==> src/rtl/dog_sprite_pkg.sv <==
// Shared constants and types for the dog sprite path: sprite geometry, animation
// sizing, derived address widths and the palette index type.
package dog_sprite_pkg;

    localparam int SPR_W           = 32;
    localparam int SPR_H           = 32;
    localparam int NUM_FRAMES      = 4;
    localparam int FRAMES_PER_STEP = 8;

    localparam int COL_W  = $clog2(SPR_W);
    localparam int ROW_W  = $clog2(SPR_H);
    localparam int FRM_W  = $clog2(NUM_FRAMES);
    localparam int STEP_W = $clog2(FRAMES_PER_STEP);
    localparam int ADDR_W = FRM_W + ROW_W + COL_W;

    typedef logic [3:0] pal_idx_t;

    localparam pal_idx_t TRANSP_INDEX = 4'd0;

endpackage

==> src/rtl/dog_sprite_fetch_if.sv <==
// Signal bundle between the raster/ROM side and the sprite fetch stage.
// The stage is free-running: no valid/ready handshake, one pixel per Clk with fixed 2-cycle latency.
interface dog_sprite_fetch_if;
    import dog_sprite_pkg::*;

    logic              frame_start;
    logic              active;
    logic [9:0]        DrawX;
    logic [9:0]        DrawY;
    logic [9:0]        DogX;
    logic [9:0]        DogY;
    logic              flip;
    logic              anim_en;
    logic [ADDR_W-1:0] rom_addr;
    pal_idx_t          rom_q;
    pal_idx_t          pixel_index;
    logic              pixel_valid;
    logic [FRM_W-1:0]  anim_frame;

    modport master (
        output frame_start, active, DrawX, DrawY, DogX, DogY, flip, anim_en, rom_q,
        input  rom_addr, pixel_index, pixel_valid, anim_frame
    );

    modport slave (
        input  frame_start, active, DrawX, DrawY, DogX, DogY, flip, anim_en, rom_q,
        output rom_addr, pixel_index, pixel_valid, anim_frame
    );

endinterface

==> src/rtl/dog_sprite_fetch_anim_counter.sv <==
// Animation step/frame counter, advanced only on frame_start edges while anim_en is high.
module dog_anim_counter
    import dog_sprite_pkg::*;
(
    input  logic             Clk,
    input  logic             Reset,
    input  logic             frame_start,
    input  logic             anim_en,
    output logic [FRM_W-1:0] anim_frame
);

    logic [STEP_W-1:0] step_cnt;

    always_ff @(posedge Clk or posedge Reset) begin
        if (Reset) begin
            step_cnt   <= '0;
            anim_frame <= '0;
        end else if (frame_start && anim_en) begin
            if (step_cnt == STEP_W'(FRAMES_PER_STEP - 1)) begin
                step_cnt <= '0;
                if (anim_frame == FRM_W'(NUM_FRAMES - 1))
                    anim_frame <= '0;
                else
                    anim_frame <= anim_frame + 1'b1;
            end else begin
                step_cnt <= step_cnt + 1'b1;
            end
        end
    end

endmodule

==> src/rtl/dog_sprite_fetch.sv <==
// Per-pixel dog sprite fetch: hit test and ROM addressing against frame-latched
// position, then a 2-stage pipeline producing palette index and opaque flag.
module dog_sprite_fetch
    import dog_sprite_pkg::*;
(
    input  logic Clk,
    input  logic Reset,
    dog_sprite_fetch_if.slave bus
);

    logic [9:0]        sx;
    logic [9:0]        sy;
    logic              sflip;
    logic              hit_d1;
    logic              hit_d2;
    logic              hit;
    logic [10:0]       x11;
    logic [10:0]       y11;
    logic [10:0]       sx11;
    logic [10:0]       sy11;
    logic [COL_W-1:0]  col_raw;
    logic [COL_W-1:0]  col;
    logic [ROW_W-1:0]  row;
    logic [ADDR_W-1:0] addr;

    dog_anim_counter u_anim (
        .Clk        (Clk),
        .Reset      (Reset),
        .frame_start(bus.frame_start),
        .anim_en    (bus.anim_en),
        .anim_frame (bus.anim_frame)
    );

    // 11-bit compares so a sprite near the right/bottom edge cannot wrap to column 0.
    always_comb begin
        x11  = {1'b0, bus.DrawX};
        y11  = {1'b0, bus.DrawY};
        sx11 = {1'b0, sx};
        sy11 = {1'b0, sy};
        hit  = bus.active
            && (x11 >= sx11) && (x11 < sx11 + 11'(SPR_W))
            && (y11 >= sy11) && (y11 < sy11 + 11'(SPR_H));
    end

    always_comb begin
        col_raw = COL_W'(bus.DrawX - sx);
        row     = ROW_W'(bus.DrawY - sy);
        col     = sflip ? (COL_W'(SPR_W - 1) - col_raw) : col_raw;
        addr    = {bus.anim_frame, row, col};
    end

    // Shadow position is swapped at frame_start; the pixel of that cycle still sees the old values.
    always_ff @(posedge Clk or posedge Reset) begin
        if (Reset) begin
            sx           <= '0;
            sy           <= '0;
            sflip        <= 1'b0;
            bus.rom_addr <= '0;
            hit_d1       <= 1'b0;
            hit_d2       <= 1'b0;
        end else begin
            if (bus.frame_start) begin
                sx    <= bus.DogX;
                sy    <= bus.DogY;
                sflip <= bus.flip;
            end
            bus.rom_addr <= hit ? addr : '0;
            hit_d1       <= hit;
            hit_d2       <= hit_d1;
        end
    end

    // rom_q is the ROM's output register, aligned with hit_d2.
    assign bus.pixel_index = hit_d2 ? bus.rom_q : TRANSP_INDEX;
    assign bus.pixel_valid = hit_d2 && (bus.rom_q != TRANSP_INDEX);

endmodule

==> src/flat_wrapper.sv <==
// flat-port wrapper written by rule: the top's interface ports become plain ports
module dog_sprite_fetch_flat import dog_sprite_pkg::*;
  (Clk, Reset, bus_frame_start, bus_active, bus_DrawX, bus_DrawY, bus_DogX, bus_DogY, bus_flip, bus_anim_en, bus_rom_q, bus_rom_addr, bus_pixel_index, bus_pixel_valid, bus_anim_frame);
  dog_sprite_fetch_if bus_i ();
  input  logic Clk;
  input  logic Reset;
  input wire logic [$bits(bus_i.frame_start)-1:0] bus_frame_start;
  input wire logic [$bits(bus_i.active)-1:0] bus_active;
  input wire logic [$bits(bus_i.DrawX)-1:0] bus_DrawX;
  input wire logic [$bits(bus_i.DrawY)-1:0] bus_DrawY;
  input wire logic [$bits(bus_i.DogX)-1:0] bus_DogX;
  input wire logic [$bits(bus_i.DogY)-1:0] bus_DogY;
  input wire logic [$bits(bus_i.flip)-1:0] bus_flip;
  input wire logic [$bits(bus_i.anim_en)-1:0] bus_anim_en;
  input wire logic [$bits(bus_i.rom_q)-1:0] bus_rom_q;
  output wire logic [$bits(bus_i.rom_addr)-1:0] bus_rom_addr;
  output wire logic [$bits(bus_i.pixel_index)-1:0] bus_pixel_index;
  output wire logic [$bits(bus_i.pixel_valid)-1:0] bus_pixel_valid;
  output wire logic [$bits(bus_i.anim_frame)-1:0] bus_anim_frame;
  assign bus_i.frame_start = bus_frame_start;
  assign bus_i.active = bus_active;
  assign bus_i.DrawX = bus_DrawX;
  assign bus_i.DrawY = bus_DrawY;
  assign bus_i.DogX = bus_DogX;
  assign bus_i.DogY = bus_DogY;
  assign bus_i.flip = bus_flip;
  assign bus_i.anim_en = bus_anim_en;
  assign bus_i.rom_q = bus_rom_q;
  assign bus_rom_addr = bus_i.rom_addr;
  assign bus_pixel_index = bus_i.pixel_index;
  assign bus_pixel_valid = bus_i.pixel_valid;
  assign bus_anim_frame = bus_i.anim_frame;
  dog_sprite_fetch u_core (.Clk(Clk), .Reset(Reset), .bus(bus_i));
endmodule
==> config.mk <==
export PLATFORM = sky130hd
export DESIGN_NAME = dog_sprite_fetch_flat
export DESIGN_NICKNAME = d
export VERILOG_FILES = /design/src/rtl/dog_sprite_pkg.sv /design/src/rtl/dog_sprite_fetch_if.sv /design/src/rtl/dog_sprite_fetch_anim_counter.sv /design/src/rtl/dog_sprite_fetch.sv /design/src/flat_wrapper.sv
export SDC_FILE = /design/constraint.sdc
export NUM_CORES = 1
export LEC_CHECK = 0
export ABC_AREA = 0
export CELL_PAD_IN_SITES_DETAIL_PLACEMENT = 2
export CELL_PAD_IN_SITES_GLOBAL_PLACEMENT = 2
export CORE_MARGIN = 10
export CORE_UTILIZATION = 27
export CTS_BUF_LIST = sky130_fd_sc_hd__clkbuf_8 sky130_fd_sc_hd__clkbuf_16
export DETAILED_ROUTE_END_ITERATION = 8
export PLACE_DENSITY = 0.87
export SLEW_MARGIN = 20
export SYNTH_ARGS = -nofsm -noshare
export SYNTH_HDL_FRONTEND = slang
export SYNTH_SLANG_ARGS = --single-unit
export TNS_END_PERCENT = 10
==> constraint.sdc <==
create_clock -name Clk -period 2.01 [get_ports Clk]
set_clock_uncertainty 0.05 [all_clocks]
set_input_delay 0.5025 -clock Clk [delete_from_list [all_inputs] [get_ports Clk]]
set_output_delay 0.5025 -clock Clk [all_outputs]
set_load 0.02 [all_outputs]
After elaboration in Yosys (flattened, before gate mapping)
Cells that the tools add are included.

cells by class
  add/subtract/negate cells = 7
  order comparisons = 4
  eq/ne operators = 2
  multiplexer cells = 5
  reduce and logical (&&, ||, !) cells = 8

operator list
  kind                     count
  $add A10 B6 Y11 const B  2
  $lt A10 B11 Y1           2
  $ge A10 B10 Y1           2
  $mux W12                 1
  $sub A5 B5 Y5            2
  $logic_and A1 B1 Y1      6
  $mux W5                  1
  $sub A5 B5 Y5 const A    1
  $mux W4                  1
  $reduce_bool A4 Y1       1
  $add A3 B1 Y3 const B    1
  $eq A3 B3 Y1 const B     1
  $mux W3                  1
  $add A2 B1 Y2 const B    1
  $eq A2 B2 Y1 const B     1
  $mux W2                  1
  $reduce_and A2 Y1        1

storage, ports and cells
  bits in registers = 40
  word-level logic and storage cells = 34

Depth between registers and ports, before layout
Gate-level depths: netlist (run 1).

  depth in word-level cells = 6
  gate-level depth with buffers = 10
  gate-level depth less buffers = 9

Hierarchy
A second synthesis (run 1) with hierarchy kept.

unflattened totals
  cell total of the unflattened synthesis = 256
  area total of the unflattened synthesis = 2,635.0 µm²

modules (own cells, without submodules)
  module            instances  cells each  area each (µm²)  seq. area each (µm²)
  dog_sprite_fetch  1          238         2,396.0          875.8
  dog_anim_counter  1          18          239.0            125.1

Worst setup path before layout (run 1)
No wires, ideal clock.

  path kind = in2reg
  start = input port bus_DrawY[0]
  end = register u_core.bus.rom_addr[10]
  arrival time = 2.172 ns
  required time = 1.830 ns
  slack = -0.342 ns
  stages on the path = 10
  path buffers = 1
  path through = inv_1 > ha_1 > inv_1 > fa_1 > a21o_1 > a21oi_2 > a31oi_1 > o311ai_2 > buf_6 > nor4b_2

between the ends
  longest elaborated chain between the ends = 4
  elaborated cells between the ends (all ways) = 5
  those cells by class = order compare: 2; mux: 1; reduce/logical: 2

RTL lines
  item                     RTL line                   RTL
  start, declared          flat_wrapper.sv:10         input wire logic [$bits(bus_i.DrawY)-1:0] bus_DrawY;
  $ge A10 B10 Y1           dog_sprite_fetch.sv:42     && (y11 >= sy11) && (y11 < sy11 + 11'(SPR_H));
  $logic_and A1 B1 Y1      dog_sprite_fetch.sv:42
  $logic_and A1 B1 Y1 (*)  dog_sprite_fetch.sv:42
  $mux W12 (*)             dog_sprite_fetch.sv:67     bus.rom_addr <= hit ? addr : '0;
  end signal, assigned     dog_sprite_fetch.sv:67
  end, declared            dog_sprite_fetch_if.sv:27  output rom_addr, pixel_index, pixel_valid, anim_frame

Every way passes the cells marked *; elsewhere a longest branch is shown, timed or not.
A chain may end at the register's enable or synchronous reset.

Worst setup path in the final report (run 1)
  start = register u_core.sy[5]
  end = register u_core.bus.rom_addr[4]

between the ends
  longest elaborated chain between the ends = 4
  elaborated cells between the ends (all ways) = 6
  those cells by class = add/sub: 1; order compare: 2; mux: 1; reduce/logical: 2

RTL lines
  item                                                   RTL line                RTL
  start, declared                                        dog_sprite_fetch.sv:12  logic [9:0] sy;
  start signal, assigned                                 dog_sprite_fetch.sv:64  sy <= bus.DogY;
  $add A10 B6 Y11 or $ge A10 B10 Y1 (tied branches)      dog_sprite_fetch.sv:42
  $lt A10 B11 Y1 or $logic_and A1 B1 Y1 (tied branches)  dog_sprite_fetch.sv:42
  $logic_and A1 B1 Y1 (*)                                dog_sprite_fetch.sv:42
  $mux W12 (*)                                           dog_sprite_fetch.sv:67

Marked as above.

==> results.ini, run 1 <==
[power_and_ir_drop]
p_int_uw=1880
p_seq_frac=0.330
peakVddDrop_mv=0.423
p_clk_frac=0.246
p_comb_frac=0.424
finalPower_uw=2930
p_sw_uw=1060
power.leakage_uw=0.00183
power.density_mw_per_mm2=702
swShare=0.360

[yosys]
ys_types=40
postSynthAreaPerCell_um2=10.3
async_flop_share=1.00
synth_ff_type=dfrtp_1
synth_edf_count=0
syn_area_mm2=0.00259
ys.warnings.count=0
seq_area_frac_synth=0.387
syn_inst=251
synth-seq-cells=40
synth_nets=338

[setup_path]
slowest_stage=a2111oi_4
critPathArrivalTime_ns=2.59
crit_chain=buf_6 > nand3_4 > xnor2_2 > ha_1 > buf_6 > a2111oi_4 > a21oi_2 > buf_6 > nor4_4
crit_required_ns=2.17
critPathKind=reg -> reg
cp.depth=9
reg2reg_depth=9
path_common_cell=buf_6
cp-end-kind=register
max_stage_delay_ns=0.42
crit_path_start=u_core.sy[5]$_DFFE_PP0P_
crit_fanout=7
path_buf_inv=3
start_kind=register
cp_top_family=compound AO/OA/AOI/OAI gates
r2r_start=u_core.sy[5]$_DFFE_PP0P_

[finish]
area_delta_synth_final_pct=61.4
drive_gt1_frac=0.292
final_core_util=0.450
n_antenna_cell=0
layout.nets=453

[place]
dp_worst_setup_slack_ns=-0.830
portBuffers=68
dp_hpwl_mm=7.00
gp_congestion=0.799

[detailed_routing]
postRouteAntennaNets=0
wl_mm=10.4
first_iter_violations=77
vias_per_cell=4.89
drc=0
wire_per_inst_um=21.0
routed-via-count=2424
firstDrtPassIters=4

[grt]
antenna_found_initial=0
grt_max_degree=41
grt-ovfl-total=0
grt_use_total=0.144
grt_pass1_wl_mm=16.2
grt_pass1_vias=2915

[cts]
cts_tree=done
cts-hold-fix-buffers=0
cts-htree-levels=2
clk_latency_ns=0.31
ctsLongestPathBuffers=2
cts_buffers=5
clock_sinks=40
root_buffer=clkbuf_8
clk_pin_slew_ns=0.09

[status]
outcome=finished, violations left
violations=negative setup slack

[floorplanning]
ioPinCount=69
start_util=0.279
fp.coreArea_mm2=0.00928
rows=35
die-area_mm2=0.0139
die_h_um=118
die_w_um=118

[sta]
whs_ns=0.371
tightest_slew_ns=0.387
fin_crit_sh=1.21
period_needed_ns=2.43
setup_tns_ns=-5.12
hold_viol_final=0
setup_viol=14
slew_viol_final=0
relSlewSlack=0.741
fmax_ghz=0.412
timing.final.ws_setup_ns=-0.419
rsz0062_at_grt=true

[hold_path]
holdPathStages=0
min_from=u_core.hit_d1$_DFF_PP0_
hp-class=reg -> reg

[run]
drv_cap=0

==> worst reg2reg max path, stage by stage, from the launching register on <==
cell	delay, ns
dfrtp_1	0.38
buf_6	0.13
nand3_4	0.08
xnor2_2	0.15
ha_1	0.34
buf_6	0.15
a2111oi_4	0.42
a21oi_2	0.15
buf_6	0.19
nor4_4	0.29
==> layout make-up <==
type / count / area [um2]
multi-input combinational: 178 / 1730
fill: 984 / 5100
inverter: 25 / 93.8
clock inverter: 3 / 46.3
tap: 129 / 161
timing repair buffer: 116 / 1080
clock buffer: 5 / 68.8
sequential: 40 / 1000
==> worst paths after layout <==
| path | end | slack, ns |
|---|---|---|
| max | u_core.bus.rom_addr[4]$_DFF_PP0_ | -0.42 |
| min | u_core.hit_d2$_DFF_PP0_ | 0.37 |
| max reg2reg | u_core.bus.rom_addr[4]$_DFF_PP0_ | -0.42 |
| min reg2reg | u_core.hit_d2$_DFF_PP0_ | 0.37 |
| max in group asynchronous | u_core.sy[7]$_DFFE_PP0P_ | 1.17 |
| min in group asynchronous | u_core.sx[1]$_DFFE_PP0P_ | 0.51 |
==> cells in the final DEF (no fill, tap or decap), types with 3 or more instances in the layout <==
cell,Yosys,final
and2_1,4,4
a21o_1,5,5
o21ai_0,21,21
ha_1,35,27
o21a_1,5,5
ha_4,0,6
dlygate4sd2_1,0,6
buf_4,1,38
nor4_4,0,7
a21oi_2,1,3
clkdlybuf4s50_1,0,55
inv_1,25,23
nand2_1,21,21
nand3_1,6,5
dfrtp_1,40,39
xor2_1,4,4
mux2_2,6,6
xnor2_1,12,9
clkbuf_8,0,5
buf_6,1,8
nor2_1,5,4
nand4_1,5,5
a21oi_1,11,8
xnor2_2,0,3
==> flip-flops by register name, indices dropped and copies added, names as in the netlist <==
register and flops:
u_core.bus.rom_addr 12, u_core.hit_d1 1, u_core.hit_d2 1, u_core.sflip 1, u_core.sx 10, u_core.sy 10, u_core.u_anim.anim_frame 2, u_core.u_anim.step_cnt 3
==> synth_stat cells (2+ instances only) <==
cell,number,area share
and2_1,4,0.0097
dfrtp_1,40,0.39
nand4_1,5,0.012
a31oi_1,3,0.0073
a21oi_1,11,0.021
xor2_1,4,0.014
nor2b_1,2,0.0048
nor4_2,8,0.039
ha_1,35,0.17
fa_1,2,0.015
a211o_1,2,0.0068
o21a_1,5,0.015
nor2_1,5,0.0073
xnor2_1,12,0.041
nand2_1,21,0.030
mux2_2,6,0.026
nand3_1,6,0.012
nor4b_1,3,0.010
nor3_1,3,0.0058
inv_1,25,0.036
a21o_1,5,0.015
clkbuf_1,5,0.0073
o21ai_0,21,0.041
o211ai_1,2,0.0058
==> stage by stage <==
stage | std cells | cell area [um2]
global route | 496 | 4180
detailed placement | 478 | 3690
floorplan | 251 | 2590
global placement | 478 | 3690
finish | 496 | 4180
CTS | 493 | 4040
==> cells by family (layout without fill, tap and decap cells) <==
kind of cell,after synthesis,after routing,share of synthesized area
AOI/OAI and AO/OA,58,58,0.151
xor gates and xnor gates,16,16,0.0541
adders and majority gates,37,37,0.185
buffers and inverters,33,149,0.0527
DFF,40,40,0.387
muxes,6,6,0.0261
and+or+nand+nor,61,61,0.145
==> layer usage <==
metal / global-route usage / wire length [um]
met1: 0.152 / 4000
met2: 0.278 / 5890
met3: 0.0336 / 322
met4: 0.0363 / 208
met5: 0 / 0
==> power by group through the flow <==
| stage | combinational [uW] | clock [uW] | sequential, uW |
|---|---|---|---|
| 6_report | 1240 | 721 | 969 |
| 5_1_grt | 1340 | 769 | 984 |
| 4_1_cts | 1140 | 735 | 968 |
| 2_1_floorplan | 524 | 0 | 986 |
| 3_3_place_gp | 921 | 0 | 969 |
| 3_5_place_dp | 987 | 0 | 982 |
==> what timing repair did <==
action                     in CTS  in global routing
setup buffers                   5                  3
setup endpoints to repair      18                 16
gates cloned                    2                  0
pin swaps                      21                  8
resized for setup              55                 22
Power figures use the tool's default switching activity.
==> inputs of run 2 (changes only) <==
Settings changed: CAP_MARGIN from default to 15, CORE_ASPECT_RATIO from default to 2.
==> run 2 against run 1 <==
  * The run still ends with negative setup slack left
  * Sequential power increased by 0.7%
  * Via count increased by 3.4%
  * Global-route usage increased by 1.7 points
  * Register-to-register slack improved by 0.04 ns
  * Core utilization about the same
  * Sequential share of layout area decreased by 0.29 points
  * Wire length increased by 13%
  * Total power increased by 10%
  * Cell count decreased by 5.0%
  * Setup slack improved by 0.039 ns
  * Cell area increased by 1.1%
  * Critical path depth unchanged
  * Highest routed layer unchanged
==> results.ini, run 2 (synthesized netlist as in run 1, its figures left out) <==
[cts]
ctsLongestPathBuffers=2
cts_buffers=5
root_buffer=clkbuf_16
clk_pin_slew_ns=0.07
cts-htree-levels=2
cts-hold-fix-buffers=0
cts_tree=done
clk_latency_ns=0.31
clock_sinks=40

[sta]
period_needed_ns=2.39
timing.final.ws_setup_ns=-0.380
fmax_ghz=0.418
rsz0062_at_grt=true
tightest_slew_ns=0.381
slew_viol_final=0
hold_viol_final=0
setup_tns_ns=-3.95
relSlewSlack=0.745
fin_crit_sh=1.19
setup_viol=14

[detailed_routing]
firstDrtPassIters=4
drc=0
first_iter_violations=92
routed-via-count=2507
postRouteAntennaNets=0
wire_per_inst_um=25.0
vias_per_cell=5.32
wl_mm=11.8

[grt]
grt_pass1_wl_mm=16.8
grt_use_total=0.162
antenna_found_initial=0
grt_pass1_vias=2999
grt-ovfl-total=0
grt_max_degree=42

[power_and_ir_drop]
p_seq_frac=0.302
power.leakage_uw=0.00187
p_clk_frac=0.301
p_int_uw=2110
p_sw_uw=1120
swShare=0.348
peakVddDrop_mv=0.709
power.density_mw_per_mm2=765
p_comb_frac=0.397

[finish]
fin_area_mm2=0.00423
layout_common_cells=clkdlybuf4s50_1 (47), buf_4 (41), dfrtp_1 (40), inv_1 (21), nand2_1 (21)
reg_top3=u_core.bus.rom_addr x12, u_core.sx x10, u_core.sy x10
drive_gt1_frac=0.319
layout_commonest_cell=clkdlybuf4s50_1
largest-register=u_core.bus.rom_addr
final_core_util=0.450
n_antenna_cell=0
largest_reg_flops=12
layout.nets=453
final_cells=471
area_delta_synth_final_pct=63.2

[floorplanning]
die_w_um=89.2
ioPinCount=69
die_h_um=158
rows=50
die-area_mm2=0.0141
fp.coreArea_mm2=0.00938
start_util=0.276

[place]
gp_congestion=0.796
dpl.cell_count=457
placed_cell_area_mm2=0.00370
portBuffers=68
dp_hpwl_mm=7.69

[setup_path]
cp-end-kind=register
critPathArrivalTime_ns=2.54
critPathKind=reg -> reg
crit_fanout=7
start_kind=register
crit_required_ns=2.16

[status]
violations=negative setup slack
outcome=finished, violations left

[run]
drv_cap=0

[hold_path]
hp-class=reg -> reg

## run 2: cell count changes in the layout (fill, tap and decap cells not counted), sizes merged
| cell | before | now |
|---|---|---|
| clkdlybuf4s15 | 3 | 1 |
| dlymetal6s2s | 1 | 5 |
| inv | 26 | 25 |
| clkinv | 0 | 2 |
| clkbuf | 6 | 8 |
| clkdlybuf4s50 | 55 | 47 |
| dlygate4sd2 | 6 | 10 |
| clkinvlp | 1 | 0 |
## run 2: what timing repair did
item	CTS	global route
resized for setup	63	22
buffers inserted	3	2
setup endpoints to repair	18	17
gates cloned	1	0
pin swaps	25	15
## run 2: final cells by class
| cell class | count | area [um2] |
|---|---|---|
| timing repair buffer | 116 | 1070 |
| multi-input combinational | 178 | 1760 |
| sequential | 40 | 1000 |
| fill | 973 | 5160 |
| clock inverter | 3 | 47.5 |
| inverter | 25 | 93.8 |
| tap | 104 | 130 |
| clock buffer | 5 | 125 |
## run 2: worst paths after layout
| kind | start | endpoint | slack, ns | cells past startpoint |
|---|---|---|---|---|
| min in group asynchronous | Reset | u_core.bus.rom_addr[10]$_DFF_PP0_ | 0.50 | 3 |
| max in group asynchronous | Reset | u_core.sx[2]$_DFFE_PP0P_ | 1.18 | 3 |
| max reg2reg | u_core.sy[6]$_DFFE_PP0P_ | u_core.bus.rom_addr[0]$_DFF_PP0_ | -0.38 | 9 |
| max | u_core.sy[6]$_DFFE_PP0P_ | u_core.bus.rom_addr[0]$_DFF_PP0_ | -0.38 | 9 |
| min reg2reg | u_core.hit_d1$_DFF_PP0_ | u_core.hit_d2$_DFF_PP0_ | 0.32 | 0 |
| min | u_core.hit_d1$_DFF_PP0_ | u_core.hit_d2$_DFF_PP0_ | 0.32 | 0 |
## run 2: critical path, stage by stage (launching register included)
cell and delay [ns]:
dfrtp_1 0.36, buf_4 0.13, nand3_2 0.10, xnor2_1 0.14, ha_1 0.29, buf_4 0.16, a2111oi_4 0.34, a21oi_2 0.16
buf_6 0.20, nor4_4 0.34
## run 2: per-stage QoR
stage	total power, uW	worst slack [ns]	hold WS [ns]
after floorplan	1510	-0.229	0.281
after global placement	1900	-0.649	0.281
after detailed placement	2000	-0.809	0.311
after CTS	3130	-0.274	0.326
after global routing	3380	-0.446	0.332
final	3230	-0.380	0.319
## run 2: power by group through the flow
stage	Combinational, uW	Clock [uW]	Sequential [uW]
floorplan	524	0	986
global placement	937	0	966
detailed placement	1020	0	981
CTS	1180	975	972
global route	1380	1020	985
finish	1280	971	976
## run 2: metal layers
layer	up-vias	routed length, um	global-route usage	part of all wire
met4	0	507	0.103	0.043
met5	-	0	0	0
met1	1273	3740	0.143	0.32
met2	76	7040	0.313	0.60
li1	1126	-	-	-
met3	32	484	0.0297	0.041
